===== src/rtl/regfile_scoreboard.sv =====
// Decode-stage register file with write-through bypass and a per-register pending
// scoreboard (reserved at issue, cleared at writeback) plus an outstanding-reservation count.
module regfile_scoreboard #(
    parameter int unsigned DATA_W   = 32,
    parameter int unsigned ADDR_W   = 5,
    parameter int unsigned ZERO_REG = 1
) (
    input  logic              clk,
    input  logic              reset,
    input  logic [ADDR_W-1:0] rs_addr,
    input  logic [ADDR_W-1:0] rt_addr,
    input  logic              reg_write_in,
    input  logic [ADDR_W-1:0] write_addr,
    input  logic [DATA_W-1:0] write_data,
    input  logic              reserve_in,
    input  logic [ADDR_W-1:0] reserve_addr,
    output logic [DATA_W-1:0] read_data_1,
    output logic [DATA_W-1:0] read_data_2,
    output logic              equal,
    output logic              rs_busy,
    output logic              rt_busy,
    output logic [ADDR_W:0]   pending_count
);

    localparam int unsigned NREGS = 1 << ADDR_W;
    localparam int unsigned CNT_W = ADDR_W + 1;
    localparam bit          HAS_ZERO = (ZERO_REG != 0);

    logic [DATA_W-1:0] regs [NREGS];
    logic [NREGS-1:0]  pending;
    logic [NREGS-1:0]  pending_next;

    logic we;
    logic re;
    logic rs_hit;
    logic rt_hit;
    logic cnt_inc;
    logic cnt_dec;

    // Qualified strobes: reset and the hardwired zero register suppress both.
    always_comb begin
        we = reg_write_in && !reset && !(HAS_ZERO && (write_addr == '0));
        re = reserve_in && !reset && !(HAS_ZERO && (reserve_addr == '0));
    end

    always_comb begin
        rs_hit = we && (write_addr == rs_addr);
        rt_hit = we && (write_addr == rt_addr);
    end

    // Operand reads with same-cycle write-through from the writeback port.
    always_comb begin
        read_data_1 = regs[rs_addr];
        if (rs_hit) begin
            read_data_1 = write_data;
        end
        if (HAS_ZERO && (rs_addr == '0)) begin
            read_data_1 = '0;
        end

        read_data_2 = regs[rt_addr];
        if (rt_hit) begin
            read_data_2 = write_data;
        end
        if (HAS_ZERO && (rt_addr == '0)) begin
            read_data_2 = '0;
        end
    end

    assign equal = (read_data_1 == read_data_2);

    // A writeback in flight releases its consumer immediately; a new reserve only shows next cycle.
    always_comb begin
        rs_busy = pending[rs_addr] && !rs_hit;
        rt_busy = pending[rt_addr] && !rt_hit;
    end

    // Reserve is applied after the clear so a newly issued producer keeps the bit set.
    always_comb begin
        pending_next = pending;
        if (we) begin
            pending_next[write_addr] = 1'b0;
        end
        if (re) begin
            pending_next[reserve_addr] = 1'b1;
        end
    end

    // Incremental popcount: +1 only for a newly set bit, -1 only for a real clear not overridden.
    always_comb begin
        cnt_inc = re && !pending[reserve_addr];
        cnt_dec = we && pending[write_addr] && !(re && (reserve_addr == write_addr));
    end

    always_ff @(posedge clk) begin
        if (reset) begin
            for (int i = 0; i < int'(NREGS); i++) begin
                regs[i] <= '0;
            end
        end else if (we) begin
            regs[write_addr] <= write_data;
        end
    end

    always_ff @(posedge clk) begin
        if (reset) begin
            pending <= '0;
        end else begin
            pending <= pending_next;
        end
    end

    always_ff @(posedge clk) begin
        if (reset) begin
            pending_count <= '0;
        end else begin
            case ({cnt_inc, cnt_dec})
                2'b10:   pending_count <= pending_count + CNT_W'(1);
                2'b01:   pending_count <= pending_count - CNT_W'(1);
                default: pending_count <= pending_count;
            endcase
        end
    end

endmodule

===== config.mk =====
export PLATFORM = sky130hd
export DESIGN_NAME = regfile_scoreboard
export DESIGN_NICKNAME = d
export VERILOG_FILES = /design/src/rtl/regfile_scoreboard.sv
export SDC_FILE = /design/constraint.sdc
export NUM_CORES = 2
export LEC_CHECK = 0
export BUFFER_PORTS_ARGS = -buffer_cell sky130_fd_sc_hd__buf_4
export CAP_MARGIN = 20
export CELL_PAD_IN_SITES_DETAIL_PLACEMENT = 1
export CELL_PAD_IN_SITES_GLOBAL_PLACEMENT = 2
export CORE_MARGIN = 2
export CORE_UTILIZATION = 47
export DETAILED_ROUTE_END_ITERATION = 10
export HOLD_SLACK_MARGIN = 0.06
export PLACE_DENSITY_LB_ADDON = 0.05
export SLEW_MARGIN = 40
export SYNTH_ARGS = -nofsm -noshare
export SYNTH_HDL_FRONTEND = slang
export SYNTH_SLANG_ARGS = --single-unit
export TNS_END_PERCENT = 100

===== constraint.sdc =====
create_clock -name clk -period 5.6 [get_ports clk]
set_input_delay 1.4 -clock clk [delete_from_list [all_inputs] [get_ports clk]]
set_output_delay 1.4 -clock clk [all_outputs]
set_load 0.1 [all_outputs]

==> flow_summary_export.csv <==
group,metric,value,unit
die,num_rows,129,
worst_setup_path,crit_top_cell,"buf_4",
pwr,p_leak,25.7,nW
worst_setup_path,critPathArrivalTime,4880,ps
detailed_routing,drt_wl_total,273000,um
finish,layout.nets,4705,
detailed_routing,remaining_drc_errors,0,
synthesis,avgSynthCellArea,14.2,um2
pwr,power_switching,6.16,mW
global_route,first_global_vias,44700,
clock_network,clk_pin_slew,60,ps
sta,setup_viol,1,
synthesis,syn_area,58500,um2
clock_network,h-tree-depth,3,
detailed_routing,avgViaCountPerCell,7.04,
clock_network,insertion_delay,760,ps
worst_setup_path,startpoint_type,"input pin",
worst_setup_path,r2r-start,"pending[30]",
finish,area_growth,21.6,%
pwr,peakVddDrop,0.000247,V
sta,finalHoldViolCount,0,
worst_setup_path,critPathMaxStageDelay,620,ps
die,die_area,127000,um2
detailed_routing,first_pass_iters,6,
sta,post-route-period-util,112,%
min_path,holdPathStages,2,
sta,drv_slew,0,
sta,final.setup.tns,-681,ps
sta,whs,496,ps
sta,relSlewSlack,35.3,%
min_path,hold_path_startpoint,"pending_count[5]",
pwr,combPwrFrac,18.5,%
placement,portBuffers,128,
sta,tightestPinTransition,970,ps
clock_network,cts_tree,"yes",
synthesis,synth_seq_area_share,53.9,%
detailed_routing,ant_nets,0,
pwr,switching_share,28.4,%
outcome,status,"finished with violations",
worst_setup_path,crit_slowest_cell,"nor2_1",
pwr,power_per_cell_area,305,nW/um2
pwr,power.internal,15.5,mW
clock_network,cts_buffers,120,
worst_setup_path,critPathRequiredTime,4200,ps
worst_setup_path,cp_cell_sequence,"buf_16 -> buf_6 -> buf_4 -> nor2_1 -> a22oi_1 -> nand3_1 -> nand3_1 -> o211ai_1 -> buf_4 -> xnor2_2 -> buf_4 -> nand4_1 -> buf_4 -> nor4bb_4 -> buf_4 -> and4_4 -> buf_12",
sta,grt_setup_unrepaired,"true",
die,core_area,124000,um2
sta,fmax,159,MHz
finish,nFillCells,11800,
sta,min_period,6280,ps
global_route,grtUsageTotal,42.8,%
die,die_height,357,um
placement,dp_hpwl,172000,um
worst_setup_path,r2r-end,"pending_count[5]",
synthesis,synth_edf_count,1024,
global_route,grt.overflow.total,0,
min_path,hp-class,"flip-flop to flip-flop",
outcome,failed_checks,"negative setup slack",
clock_network,clock_path_buffers,3,
synthesis,synth_cell_types,67,
worst_setup_path,r2r_cells,14,
worst_setup_path,path_class,"input pin to primary output",
synthesis,synthesis.instances,4129,
die,die_x,357,um
min_path,min_to,"pending_count[5]",
synthesis,synth_flop_cell,"edfxtp_1",
sta,finalClockSkew,6.03,ps
sta,finalWorstSetupSlack,-681,ps
detailed_routing,routedWlPerCell,42.6,um
worst_setup_path,reg2reg_slack,2100,ps
die,start_util,47.3,%
placement,gp_congestion,0.932,
finish,final_util,57.5,%
detailed_routing,vias,45100,
synthesis,ys_ff_latch,1062,
synthesis,async_reset_ff_share,0,%
finish,drive_gt1_share,34.3,%
worst_setup_path,path_max_fanout,8,
global_route,grt_pass1_wl,369000,um
finish,final_cell_mix,"1024 x edfxtp_1, 935 x and2_1, 658 x buf_4, 463 x mux4_2, 189 x mux2i_1",
pwr,clock_power_share,38.2,%
synthesis,yosysWarnings,0,
pwr,p_seq_share,43.3,%
clock_network,clkSinkCount,1062,
worst_setup_path,crit_path_end_kind,"primary output",
die,ios,129,
run,drv_cap,0,
clock_network,root_buffer,"clkbuf_16",
detailed_routing,drt_iter0_markers,8567,
global_route,antenna_found_initial,35,
placement,dpl_worst_slack,-1550,ps
global_route,grt_max_degree,40,
finish,final_common_cell,"edfxtp_1",
==> power by group through the flow <==
stage               combinational [mW]  sequential, mW  clock (mW)
floorplan                         2.15            9.42           0
global placement                  3.72            9.50           0
detailed placement                3.76            9.53           0
CTS                               3.88            9.37        8.29
global route                      4.06            9.42        8.57
finish                            4.01            9.39        8.28
==> how the worst max path moves through the flow <==
stage / startpoint / endpoint / slack [ps] / cells past startpoint
2_1_floorplan: rt_addr[0] / equal / -760 / 12
3_3_place_gp: rs_addr[0] / equal / -1640 / 15
3_5_place_dp: rs_addr[0] / equal / -1550 / 15
4_1_cts: rs_addr[0] / equal / -510 / 18
5_1_grt: rs_addr[0] / equal / -620 / 15
6_report: rt_addr[0] / equal / -680 / 17
==> layer usage <==
metal | track usage [%] | wire (um) | vias to the layer above
met1 | 56.4 | 94900 | 23300
li1 | - | - | 16900
met4 | 24.3 | 18000 | 12
met2 | 65.0 | 123000 | 3985
met3 | 10.4 | 37000 | 910
met5 | 0 | 69 | -
==> cells in the mapped netlist, types with 26 or more instances <==
library cell | n | area, um2
a21oi_1 | 69 | 345
a22oi_1 | 71 | 533
and2_1 | 937 | 5860
buf_2 | 71 | 355
buf_4 | 51 | 383
buf_6 | 27 | 304
clkbuf_1 | 258 | 968
dfxtp_1 | 38 | 761
edfxtp_1 | 1024 | 30700
inv_1 | 47 | 176
mux2_2 | 26 | 293
mux2i_1 | 197 | 1970
mux4_2 | 461 | 10400
nand2_1 | 132 | 495
nand3_1 | 48 | 240
nor2_1 | 117 | 439
nor3_1 | 74 | 370
o21ai_0 | 49 | 245
o221ai_1 | 42 | 368
o22ai_1 | 43 | 269
or2_2 | 32 | 200
xnor2_1 | 32 | 280
==> sequential cells by signal (all words and copies together) (netlist names) <==
| name | cells |
|---|---|
| pending | 32 |
| pending_count | 6 |
| regs | 1024 |
==> stage by stage <==
step	instances	cell area (um2)	power [mW]
2_1_floorplan	4160	58800	11.6
3_3_place_gp	6092	65500	13.2
3_5_place_dp	6102	65700	13.3
4_1_cts	6366	70700	21.5
5_1_grt	6382	71000	22.1
6_report	6408	71100	21.7
==> cells by family after synthesis <==
| logic type | Yosys count | synth area share, % |
|---|---|---|
| other | 1 | 0.00641 |
| and+or+nand+nor | 1423 | 14.0 |
| muxes | 699 | 22.3 |
| buffers and inverters | 478 | 3.91 |
| AOI/OAI and AO/OA | 409 | 4.98 |
| DFF | 1062 | 53.9 |
| adders and majority gates | 6 | 0.141 |
| xor gates and xnor gates | 51 | 0.764 |
==> worst max-delay path: cells and delay by family <==
family | cells | cell delay, ps
simple gates | 6 | 1650
buf+inv | 8 | 1400
compound gates | 2 | 290
xor+xnor | 1 | 110
==> cell type report <==
class	count	area (um2)	area share (%)
flip-flops and latches	1062	31500	44.3
multi-input cells	2620	25700	36.2
diodes	28	70.1	0.0986
well taps	1637	2050	2.88
repair buffers	790	7500	10.6
clock buffers	145	3200	4.51
inverters	49	184	0.259
clock inverters	77	833	1.17
==> repair_timing <==
| item | 4_1_cts | 5_1_grt |
|---|---|---|
| gates resized for setup | 89 | 38 |
| setup endpoints to repair | 2 | 1 |
| hold buffers | 0 | 0 |
| pin swaps | 25 | 19 |
| setup buffers | 36 | 11 |
| gates cloned | 6 | 2 |
(Power assumes the default switching activity.)
